===== config.mk =====
export PLATFORM = sky130hd
export DESIGN_NAME = hamming_secded_serial_rx
export DESIGN_NICKNAME = d
export VERILOG_FILES = /design/src/rtl/hamming_pkg.sv /design/src/rtl/hamming_secded_dec.sv /design/src/rtl/hamming_secded_serial_rx.sv
export SDC_FILE = /design/constraint.sdc
export NUM_CORES = 1
export LEC_CHECK = 0
export BUFFER_PORTS_ARGS = -buffer_cell sky130_fd_sc_hd__buf_2
export CAP_MARGIN = 15
export CORE_ASPECT_RATIO = 1.1
export CORE_UTILIZATION = 35
export CTS_CLUSTER_DIAMETER = 150
export DETAILED_ROUTE_END_ITERATION = 8
export RECOVER_POWER = 100
export REMOVE_ABC_BUFFERS = 1
export SLEW_MARGIN = 20
export SYNTH_ARGS = -nofsm -noshare
export SYNTH_HDL_FRONTEND = slang
export SYNTH_SLANG_ARGS = --single-unit

===== constraint.sdc =====
create_clock -name clk -period 6.1 [get_ports clk]
set_clock_uncertainty 0.15 [all_clocks]
set_input_delay 0.305 -clock clk [delete_from_list [all_inputs] [get_ports clk]]
set_output_delay 0.305 -clock clk [all_outputs]
set_load 0.05 [all_outputs]

===== src/rtl/hamming_pkg.sv =====
// Shared constants, FSM state type and reference encoder for the Hamming(16,11) SECDED serial link.
package hamming_pkg;

    localparam int unsigned CW_W   = 16;
    localparam int unsigned DATA_W = 11;
    localparam int unsigned SYN_W  = 4;

    // Codeword bit position of each payload bit d[k]
    localparam int unsigned DATA_POS [DATA_W] = '{3, 5, 6, 7, 9, 10, 11, 12, 13, 14, 15};

    typedef enum logic [1:0] {
        StIdle,
        StShift,
        StDecode
    } state_e;

    function automatic logic [CW_W-1:0] ham_encode(input logic [DATA_W-1:0] data);
        logic [CW_W-1:0] cw;
        cw = '0;
        for (int k = 0; k < DATA_W; k++) begin
            cw[DATA_POS[k]] = data[k];
        end
        for (int p = 1; p < CW_W; p = p * 2) begin
            for (int i = 1; i < CW_W; i++) begin
                if (((i & p) != 0) && (i != p)) begin
                    cw[p] = cw[p] ^ cw[i];
                end
            end
        end
        cw[0] = ^cw[CW_W-1:1];
        return cw;
    endfunction

endpackage


===== src/rtl/hamming_secded_dec.sv =====
// Combinational SECDED decoder: syndrome/parity check, single-bit fix, payload extraction.
module hamming_secded_dec
    import hamming_pkg::*;
(
    input  logic [CW_W-1:0]   cw_i,
    output logic [DATA_W-1:0] data_o,
    output logic              corr_o,
    output logic              dbl_o
);

    logic [SYN_W-1:0] syn;
    logic             par;
    logic [CW_W-1:0]  fixed;

    always_comb begin
        syn = '0;
        for (int i = 1; i < CW_W; i++) begin
            if (cw_i[i]) begin
                syn = syn ^ SYN_W'(i);
            end
        end
        par    = ^cw_i;
        fixed  = cw_i;
        corr_o = 1'b0;
        dbl_o  = 1'b0;
        if (syn != '0 && par) begin
            fixed[syn] = ~cw_i[syn];
            corr_o     = 1'b1;
        end else if (syn == '0 && par) begin
            // Overall parity bit itself was hit; payload is already intact
            corr_o = 1'b1;
        end else if (syn != '0 && !par) begin
            dbl_o = 1'b1;
        end
        for (int k = 0; k < DATA_W; k++) begin
            data_o[k] = fixed[DATA_POS[k]];
        end
    end

endmodule


===== src/rtl/hamming_secded_serial_rx.sv =====
// Serial SECDED receiver: start-bit framing, 16-bit deserialiser with inter-bit timeout,
// single-entry valid/ready output buffer and saturating error counters.
module hamming_secded_serial_rx
    import hamming_pkg::*;
#(
    parameter int unsigned CNT_W       = 8,
    parameter int unsigned TIMEOUT_CYC = 1023
) (
    input  logic              clk,
    input  logic              rst_n,
    input  logic              bit_en,
    input  logic              bit_in,
    input  logic              out_ready,
    input  logic              clr_cnt,
    output logic              out_valid,
    output logic [DATA_W-1:0] out_data,
    output logic              out_corr,
    output logic              out_dbl,
    output logic              overrun,
    output logic              frame_err,
    output logic [CNT_W-1:0]  corr_cnt,
    output logic [CNT_W-1:0]  dbl_cnt
);

    localparam int unsigned TmrW = $clog2(TIMEOUT_CYC + 1);
    localparam logic [TmrW-1:0] TmrLast = TmrW'(TIMEOUT_CYC - 1);

    state_e              state_q, state_d;
    logic [CW_W-1:0]     sr_q, sr_d;
    logic [3:0]          idx_q, idx_d;
    logic [TmrW-1:0]     tmr_q, tmr_d;
    logic                buf_valid_q, buf_valid_d;
    logic [DATA_W-1:0]   data_q, data_d;
    logic                corr_q, corr_d;
    logic                dbl_q, dbl_d;
    logic                overrun_q, overrun_d;
    logic                frame_err_q, frame_err_d;
    logic [CNT_W-1:0]    corr_cnt_q, corr_cnt_d;
    logic [CNT_W-1:0]    dbl_cnt_q, dbl_cnt_d;

    logic [DATA_W-1:0]   dec_data;
    logic                dec_corr;
    logic                dec_dbl;
    logic                buf_we;
    logic                pop;
    logic                can_write;

    hamming_secded_dec u_dec (
        .cw_i   (sr_q),
        .data_o (dec_data),
        .corr_o (dec_corr),
        .dbl_o  (dec_dbl)
    );

    assign pop       = buf_valid_q & out_ready;
    assign can_write = ~buf_valid_q | out_ready;

    always_comb begin
        state_d     = state_q;
        sr_d        = sr_q;
        idx_d       = idx_q;
        tmr_d       = tmr_q;
        buf_we      = 1'b0;
        overrun_d   = 1'b0;
        frame_err_d = 1'b0;
        unique case (state_q)
            StIdle: begin
                if (bit_en && bit_in) begin
                    state_d = StShift;
                    idx_d   = '0;
                    tmr_d   = '0;
                end
            end
            StShift: begin
                if (bit_en) begin
                    // c0 arrives first, so after 16 shifts it sits at bit 0
                    sr_d  = {bit_in, sr_q[CW_W-1:1]};
                    idx_d = idx_q + 4'd1;
                    tmr_d = '0;
                    if (idx_q == 4'd15) begin
                        state_d = StDecode;
                    end
                end else if (tmr_q == TmrLast) begin
                    state_d     = StIdle;
                    frame_err_d = 1'b1;
                end else begin
                    tmr_d = tmr_q + TmrW'(1);
                end
            end
            StDecode: begin
                state_d = StIdle;
                if (can_write) begin
                    buf_we = 1'b1;
                end else begin
                    overrun_d = 1'b1;
                end
            end
            default: state_d = StIdle;
        endcase
    end

    always_comb begin
        buf_valid_d = buf_valid_q & ~pop;
        data_d      = data_q;
        corr_d      = corr_q;
        dbl_d       = dbl_q;
        if (buf_we) begin
            buf_valid_d = 1'b1;
            data_d      = dec_data;
            corr_d      = dec_corr;
            dbl_d       = dec_dbl;
        end

        corr_cnt_d = corr_cnt_q;
        dbl_cnt_d  = dbl_cnt_q;
        if (clr_cnt) begin
            corr_cnt_d = '0;
            dbl_cnt_d  = '0;
        end else if (buf_we) begin
            if (dec_corr && corr_cnt_q != '1) begin
                corr_cnt_d = corr_cnt_q + CNT_W'(1);
            end
            if (dec_dbl && dbl_cnt_q != '1) begin
                dbl_cnt_d = dbl_cnt_q + CNT_W'(1);
            end
        end
    end

    always_ff @(posedge clk or negedge rst_n) begin
        if (!rst_n) begin
            state_q     <= StIdle;
            sr_q        <= '0;
            idx_q       <= '0;
            tmr_q       <= '0;
            buf_valid_q <= 1'b0;
            data_q      <= '0;
            corr_q      <= 1'b0;
            dbl_q       <= 1'b0;
            overrun_q   <= 1'b0;
            frame_err_q <= 1'b0;
            corr_cnt_q  <= '0;
            dbl_cnt_q   <= '0;
        end else begin
            state_q     <= state_d;
            sr_q        <= sr_d;
            idx_q       <= idx_d;
            tmr_q       <= tmr_d;
            buf_valid_q <= buf_valid_d;
            data_q      <= data_d;
            corr_q      <= corr_d;
            dbl_q       <= dbl_d;
            overrun_q   <= overrun_d;
            frame_err_q <= frame_err_d;
            corr_cnt_q  <= corr_cnt_d;
            dbl_cnt_q   <= dbl_cnt_d;
        end
    end

    assign out_valid = buf_valid_q;
    assign out_data  = data_q;
    assign out_corr  = corr_q;
    assign out_dbl   = dbl_q;
    assign overrun   = overrun_q;
    assign frame_err = frame_err_q;
    assign corr_cnt  = corr_cnt_q;
    assign dbl_cnt   = dbl_cnt_q;

endmodule

Word level (Yosys, flattened, before mapping). Index checks and enable logic that the tools add are counted.

Muxes and demuxes: 52. Add/subtract/negate cells: 4. Order comparisons: 2. Equality and inequality tests: 11. Reduce and logical (&&, ||, !) cells: 22. Bitwise operators: 20.

Operators by type and width (count): 8-bit two-way mux (6); 4-bit two-way mux (10); 10-bit two-way mux (3); 10-bit case mux with 2 select lines (1); 8-bit by 1-bit adder with 8-bit output, second input constant (2); 16-bit bitwise mux (1); 1-bit two-way mux (16); 16-bit two-way mux (1); 8-bit inequality test, second input constant (2); 16-bit parity (1); 2-bit two-way mux (6); 3-bit two-way mux (4); 2-bit NOT (6); 3-bit NOT (4); 10-bit by 1-bit adder with 10-bit output, second input constant (1); 10-bit equality test, second input constant (1); 3-bit inequality test, second input constant (3); 3-bit AND reduction (3); 4-bit case mux with 2 select lines (1); 2-bit nonzero test (4); 1-bit logical AND (7); 2-bit AND reduction (3); 4-bit by 5-bit less-than comparator with 1-bit output, second input constant (1); 4-bit by 1-bit adder with 4-bit output, second input constant (1); 17 further kinds (23).

Word-level logic and storage cells: 123. Input bits: 6. Register bits after elaboration: 64. Output and inout port bits: 32.

Logic depth before layout (Yosys ltp). Gate-level depths: netlist of the first run.

Word-level depth: 35. Mapped depth: 10. Gate-level depth less buffers: 10.

Modules after synthesis. Synthesis of the first run repeated with hierarchy kept, for this count alone.

Cell total of the unflattened synthesis: 366. Area, all modules: 3768.6 µm².

By module, submodules not included: hamming_secded_serial_rx (cells an instance 267, sequential area each 1601.5 µm², instances 1, area an instance 2969.1 µm²); hamming_secded_dec (cells an instance 99, sequential area each 0.0 µm², instances 1, area an instance 799.5 µm²).

Worst setup path before layout of the first run. No wires, ideal clock.

Path kind: register to register. Start: register sr_q[11]. End: register dbl_cnt_q[6] (netlist: dbl_cnt[6]). Stages on the path, launching flop included: 11. Path buffers: 2. Slack: 3470 ps. Data required time: 5818 ps. Period minus slack after synthesis: 2630 ps. Setup time: 132 ps. Arrival: 2348 ps. Cells stage by stage: dfrtp_1 -> buf_2 -> xnor2_1 -> xor3_1 -> xnor2_2 -> nand2_1 -> o211a_1 -> buf_2 -> nand4_1 -> xor2_1 -> nor2_1.

Longest elaborated chain between the ends: 17. Elaborated cells between the ends (all ways): 22. Classes of those cells: mux: 8; bitwise: 4; reduce/logical: 10.

RTL lines: start: declaration (RTL line hamming_secded_serial_rx.sv:29) `logic [CW_W-1:0] sr_q, sr_d;`; start signal: assignment (RTL line hamming_secded_serial_rx.sv:145) `sr_q <= sr_d;`; 4-bit two-way mux (RTL line hamming_secded_dec.sv:18) `if (cw_i[i]) begin`; 2-bit NOT (no line); 4-bit two-way mux (RTL line hamming_secded_dec.sv:18); 3-bit NOT (no line); 4-bit two-way mux (RTL line hamming_secded_dec.sv:18); 3-bit NOT (no line); 4-bit two-way mux (RTL line hamming_secded_dec.sv:18); 4-bit NOT (no line); 4-bit two-way mux (RTL line hamming_secded_dec.sv:18); 4-bit nonzero test (RTL line hamming_secded_dec.sv:26, hamming_secded_dec.sv:32); 1-bit logical AND (RTL line hamming_secded_dec.sv:32) `end else if (syn != '0 && !par) begin`; 1-bit two-way mux (RTL line hamming_secded_dec.sv:32); 1-bit two-way mux (RTL line hamming_secded_dec.sv:29) `end else if (syn == '0 && par) begin`; 1-bit two-way mux (*) (RTL line hamming_secded_dec.sv:26) `if (syn != '0 && par) begin`; 1-bit logical AND (*) (RTL line hamming_secded_serial_rx.sv:123) `if (dec_dbl && dbl_cnt_q != '1) begin`; 2-bit nonzero test (no line) (*); 2-bit AND reduction (no line) (*); end signal: assignment (RTL line hamming_secded_serial_rx.sv:155) `dbl_cnt_q <= dbl_cnt_d;`; end: declaration (RTL line hamming_secded_serial_rx.sv:39) `logic [CNT_W-1:0] dbl_cnt_q, dbl_cnt_d;`.

Mark *: on every way between the ends. The rest lies on a longest branch, timed or not. A chain may end at the register's enable or synchronous reset.

Final worst setup path of the first run.
Start: register sr_q[13]. End: register corr_cnt_q[7] (netlist: corr_cnt[7]).

Longest elaborated chain between the ends: 12. Elaborated cells between the ends (all ways): 15. Classes of those cells: mux: 5; bitwise: 2; reduce/logical: 8.

RTL lines: 4-bit two-way mux (RTL line hamming_secded_dec.sv:18); 3-bit NOT (no line); 4-bit two-way mux (RTL line hamming_secded_dec.sv:18); 4-bit NOT (no line); 4-bit two-way mux (RTL line hamming_secded_dec.sv:18); 4-bit logical NOT (RTL line hamming_secded_dec.sv:29); 1-bit logical AND (RTL line hamming_secded_dec.sv:29); 1-bit two-way mux (RTL line hamming_secded_dec.sv:29); 1-bit two-way mux (*) (RTL line hamming_secded_dec.sv:26); 1-bit logical AND (*) (RTL line hamming_secded_serial_rx.sv:120) `if (dec_corr && corr_cnt_q != '1) begin`; 2-bit nonzero test (no line) (*); 2-bit AND reduction (no line) (*); end signal: assignment (RTL line hamming_secded_serial_rx.sv:154) `corr_cnt_q <= corr_cnt_d;`; end: declaration (RTL line hamming_secded_serial_rx.sv:38) `logic [CNT_W-1:0] corr_cnt_q, corr_cnt_d;`.

Marks and branches as above.

==> key figures, run 1 <==
Timing
  • RSZ-0062 raised after global routing: no
  • Tcrit/Tclk final: 59.3%
  • TNS Setup: 0 ps
  • Maximum clock rate: 0.276 GHz
  • Hold Vio Cnt, Final: 0
  • Final max-slew violation count: 65
  • Max-slew headroom at the worst pin: -126%
  • Transition time of the tightest slew-check pin: 3390 ps
  • Total setup violations reported at the end of the flow: 0
  • Shortest period the worst path allows: 3620 ps

Global route
  • Via count of the first global-routing pass: 2597
  • Global-route wire length before repair: 12.7 mm
  • Initial antenna violation count: 0
  • GRT Util Overall: 15.1%
  • Pin count of the biggest net entering global routing: 65
  • GRT Residual Overflow: 0

Routing
  • Number of DRC markers after the initial detailed-route iteration: 146
  • Avg WL per Cell: 13.8 um
  • Antenna Nets Post-Route: 0
  • Avg Vias per Cell: 4.91
  • Total number of vias: 2691
  • DRT Pass-1 Iters: 4
  • Final routed DRC violation total: 0
  • Total Routed Length: 7.56 mm

Clocking
  • H-Tree Level Count: 3
  • Sinks on Clock Net: 64
  • Post-cts repair resize count: 0
  • # hold bufs at CTS: 0
  • Setup Buffers After CTS: 0
  • Clock edge transition at the registers on the reported setup and hold paths: 60 ps
  • Clock tree from TritonCTS: built
  • Number of buffers on the longest clock path: 2
  • Clock Tree Root: clkbuf_16
  • Clock latency on the worst-skew pair: 330 ps
  • Cts bufs inserted: 9

Logic synthesis
  • Gate count after technology mapping: 364
  • Number of library cell types mapped by synthesis: 46
  • Share of the yosys chip area belonging to registers: 43.3%
  • Cell Area, Synth: 3700 um2
  • Most frequent cell after synthesis: dfrtp_1
  • Cell types with the highest counts after synthesis: dfrtp_1, nor2_1, nand2_1
  • FF+latch count, synth: 64
  • Synth async-reset ratio: 100%
  • Top FF cell, synth: dfrtp_1
  • Yosys Warn Count: 0
  • Leading post-synthesis cells by cell area: dfrtp_1, mux2_2, nor2_1
  • Syn avg cell area: 10.2 um2
  • Number of enable flip-flop cells after synthesis: 0
  • Yosys top cell area share: 43.3%
  • Largest area contributor in the synthesized netlist: dfrtp_1

Worst setup path
  • Data required, critical path: 6160 ps
  • Critical setup path kind: reg -> reg
  • Critical Path AT: 3670 ps
  • Worst setup SP type: flip-flop
  • Crit. End Element: flip-flop
  • Biggest fanout along the worst timing path: 10

Outcome
  • Outcome: finished with violations
  • Violated checks: max-capacitance violations, max-slew violations

Finish
  • Antenna diode count: 0
  • Number of inserted filler cells in the final layout: 1063
  • Post-synthesis to final-layout area growth: 13.6%
  • Ratio of cells with drive above 1 in the final layout: 11.4%
  • Area taken by flip-flops and latches: 1600 um2
  • Number of nets in the finished design: 411
  • Multi-input gate area: 1950 um2

Floorplan
  • Area of the die: 11000 um2
  • Die outline width: 100 um
  • Standard cell core area: 10300 um2
  • Top-Level Pins: 38
  • Std cell rows: 39
  • Overall die height: 110 um
  • Starting utilization of the core area: 35.8%

Placed design
  • HPWL after DPL: 5.41 mm
  • Count of buffers from port buffering: 37
  • Placer's final routability congestion estimate: 0.809

Min path
  • HP Class: in -> reg

Job
  • Total of max-cap violations: 1
[layout make-up]
cell class / instances / share of cell area [%]
timing repair buffer: 39 / 3.72
multi-input combinational: 282 / 46.5
clock inverter: 5 / 1.34
sequential: 64 / 38.1
clock buffer: 11 / 5.77
inverter: 4 / 0.357
tap: 143 / 4.26
[through the flow]
step	hold WS (ps)	instances	util [%]	setup slack, ps	area (um2)
2_1_floorplan	-141	350	-	3550	3640
3_3_place_gp	308	532	38.9	3170	4020
3_5_place_dp	314	532	38.9	3110	4020
4_1_cts	48.1	548	41.8	3100	4320
5_1_grt	141	548	40.6	1860	4200
6_report	135	548	40.6	2480	4200
[critical path, cell delays in order (launching register included)]
cell and delay [ps]:
dfrtp_1 470, xnor2_1 230, xnor2_1 780, xnor2_1 280, xnor2_1 260, a311oi_1 850, and4_1 310, xnor2_1 120
nor2_1 50
[placed cells by master (no fill, tap or decap), types with 2 or more instances in the layout]
master and count:
inv_1 4, a21o_1 2, nand4_1 7, a21oi_1 12, xor2_1 19, nor3_1 9, o22ai_1 4, xnor2_1 23
dfrtp_1 64, clkbuf_16 9, mux2_2 17, o21ai_0 19, mux2i_1 15, clkbuf_1 34, nand2b_1 5, nor2_1 44
and4_1 2, nand2_1 41, clkinv_2 2, or3_1 4, o311ai_0 2, and2_1 3, xnor2_2 3, xnor3_1 2
a41oi_1 2, a22o_1 3, ha_1 5, buf_2 5, o31ai_1 4, nand3_1 8, and3_1 9, nor4_1 3
a311oi_1 3
[registers in the layout (all words and copies together), names as in the netlist]
name and flops:
out_valid 1, idx_q 4, tmr_q 10, sr_q 16, out_dbl 1, overrun 1
out_corr 1, state_q 2, out_data 11, dbl_cnt 8, frame_err 1, corr_cnt 8
[worst paths after layout]
kind / depth (start not counted) / from / slack (ps) / endpoint
max: 8 / sr_q[13]$_DFFE_PN0P_ / 2480 / corr_cnt[7]$_DFFE_PN0P_
min: 3 / out_ready / 130 / overrun$_DFF_PN0_
max reg2reg: 8 / sr_q[13]$_DFFE_PN0P_ / 2480 / corr_cnt[7]$_DFFE_PN0P_
min reg2reg: 2 / out_data[5]$_DFFE_PN0P_ / 330 / out_data[5]$_DFFE_PN0P_
max in group asynchronous: 2 / rst_n / 2820 / out_data[4]$_DFFE_PN0P_
min in group asynchronous: 2 / rst_n / 1080 / idx_q[1]$_DFFE_PN0P_
[routing by layer]
metal / vias up / routed length (um) / global-route usage, %
met4: 0 / 142 / 7.25
met5: - / 0 / 0
met1: 1290 / 3520 / 19.2
met3: 10 / 258 / 3.18
met2: 41 / 3640 / 24.6
li1: 1350 / - / -
[logic make-up after synthesis]
| group | synth area share, % |
|---|---|
| DFF | 43.3 |
| and+or+nand+nor | 17.4 |
| AOI/OAI and AO/OA | 9.84 |
| adders and majority gates | 1.69 |
| buffers and inverters | 1.96 |
| muxes | 9.23 |
| xor gates and xnor gates | 16.6 |
Power of run 1 is not shown: default switching activity piles up to over one toggle a cycle in this logic, so the estimate is an artifact.
==> run 2: changes to the inputs <==
- clock period: 6.1 -> 3.8 ns (I/O delays scaled with it)
==> key figures, run 2 (same netlist as run 1, synthesis figures left out) <==
Placed design
  • Placer's final routability congestion estimate: 0.817
  • Count of placed standard cells including taps: 533
  • HPWL after DPL: 5.56 mm
  • Count of buffers from port buffering: 37

Floorplan
  • Top-Level Pins: 38
  • Area of the die: 11000 um2
  • Die outline width: 100 um
  • Starting utilization of the core area: 35.8%
  • Std cell rows: 39
  • Standard cell core area: 10300 um2
  • Overall die height: 110 um

Routing
  • DRT Pass-1 Iters: 4
  • Final routed DRC violation total: 0
  • Total number of vias: 2680
  • Avg Vias per Cell: 4.87
  • Antenna Nets Post-Route: 0
  • Number of DRC markers after the initial detailed-route iteration: 93
  • Avg WL per Cell: 13.9 um
  • Total Routed Length: 7.67 mm

Worst setup path
  • Number of buffers and inverters on the critical path: 0
  • R2R setup slack: 540 ps
  • CP peak stage delay: 690 ps
  • Critical setup path kind: reg -> reg
  • Data required, critical path: 3890 ps
  • Worst path top cell family by delay: XOR/XNOR gates
  • Critical path depth: 7
  • Biggest fanout along the worst timing path: 8
  • Cell Chain, Critical Path: xnor2_1 -> xor3_1 -> xnor2_1 -> nand2_1 -> nor4_1 -> mux2_2 -> o21ai_0
  • Termination of the worst setup path: out_data[7]$_DFFE_PN0P_
  • Endpoint of the worst-slack reg-to-reg timing path: out_data[7]$_DFFE_PN0P_
  • FF-to-FF path depth: 7
  • Most frequent cell on the critical path: xnor2_1
  • Cell at the slowest stage of the critical path: xnor2_1
  • Worst setup SP type: flip-flop
  • Startpoint of the lowest-slack register-to-register path: sr_q[9]$_DFFE_PN0P_
  • Crit. End Element: flip-flop
  • Crit path from: sr_q[9]$_DFFE_PN0P_
  • Critical Path AT: 3350 ps

Global route
  • Pin count of the biggest net entering global routing: 43
  • Global-route wire length before repair: 12.8 mm
  • Initial antenna violation count: 0
  • GRT Residual Overflow: 0
  • Via count of the first global-routing pass: 2647
  • Met1 Track Usage GR: 18.7%
  • Grt peak-use layer: met2
  • GR Layer Usage met3: 3.18%
  • Fraction of met2 tracks used by global routing: 25.4%
  • GRT Util Overall: 15.2%

Timing
  • Maximum clock rate: 0.307 GHz
  • RSZ-0062 raised after global routing: no
  • Transition time of the tightest slew-check pin: 2300 ps
  • Final max-slew violation count: 43
  • Shortest period the worst path allows: 3260 ps
  • Total setup violations reported at the end of the flow: 0
  • Max-slew headroom at the worst pin: -53.2%
  • TNS Setup: 0 ps
  • Tcrit/Tclk final: 85.8%
  • Hold Vio Cnt, Final: 0

Clocking
  • Clock latency on the worst-skew pair: 330 ps
  • Clock Tree Root: clkbuf_16
  • Clock tree from TritonCTS: built
  • Clock edge transition at the registers on the reported setup and hold paths: 50 ps
  • Post-cts repair resize count: 0
  • Cts bufs inserted: 9
  • H-Tree Level Count: 3
  • Number of buffers on the longest clock path: 2
  • Sinks on Clock Net: 64

Finish
  • Layout Cells excl Fill: 550
  • Post-layout util: 41.3%
  • Post-synthesis to final-layout area growth: 15.5%
  • Antenna diode count: 0
  • Top library cells by usage in the layout, fill and taps aside: dfrtp_1, nor2_1, nand2_1
  • Most frequent standard cell in the layout excluding fill and tap cells: dfrtp_1
  • Ratio of cells with drive above 1 in the final layout: 11.5%
  • Largest register FFs: 16
  • Number of nets in the finished design: 413
  • Largest Register: sr_q

Outcome
  • Outcome: finished with violations
  • Violated checks: max-capacitance violations, max-slew violations

Min path
  • HP Class: in -> reg

Job
  • Total of max-cap violations: 1
-- run 2: timing repair --
| item | in CTS | in global routing |
|---|---|---|
| hold buffers | 1 | 0 |
| buffers inserted | 0 | 0 |
| hold endpoints to repair | 41 | 0 |
-- run 2: layout make-up --
cell class	count	area [um2]
clock buffers	14	274
clock inverters	2	60.1
fillers	1063	6070
inverters	4	15.0
multi-input cells	282	1970
flip-flops and latches	64	1600
well taps	143	179
repair buffers	41	174
-- run 2: per-layer routing --
metal	part of all wire (%)	wire (um)	vias up
met5	0	0	-
met1	46	3540	1296
met3	3.1	240	10
met2	49	3750	24
li1	-	-	1350
met4	1.9	146	0
-- run 2: stage by stage --
stage / area (um2) / setup WS (ps) / hold WS, ps
after floorplan: 3640 / 1250 / -256
after global placement: 4030 / 795 / 239
after detailed placement: 4030 / 813 / 242
after CTS: 4370 / 789 / 2.99
after global routing: 4270 / 320 / 21.4
final: 4270 / 541 / 13.7
-- run 2: worst reg2reg max path, stage by stage (launching register included) --
cell and delay, ps:
dfrtp_1 460, xnor2_1 250, xor3_1 570, xnor2_1 690
nand2_1 210, nor4_1 330, mux2_2 380, o21ai_0 130
-- run 2: how the worst min path moves through the flow --
stage	start	end	slack, ps	cells past startpoint
final	bit_in	sr_q[15]$_DFFE_PN0P_	10	2
after floorplan	rst_n	corr_cnt[0]$_DFFE_PN0P_	-260	0
after detailed placement	rst_n	state_q[0]$_DFFE_PN0P_	240	1
after global routing	bit_in	sr_q[15]$_DFFE_PN0P_	20	2
after global placement	rst_n	state_q[0]$_DFFE_PN0P_	240	1
after CTS	bit_in	sr_q[15]$_DFFE_PN0P_	3	2
Power of run 2 is left out for the same reason.
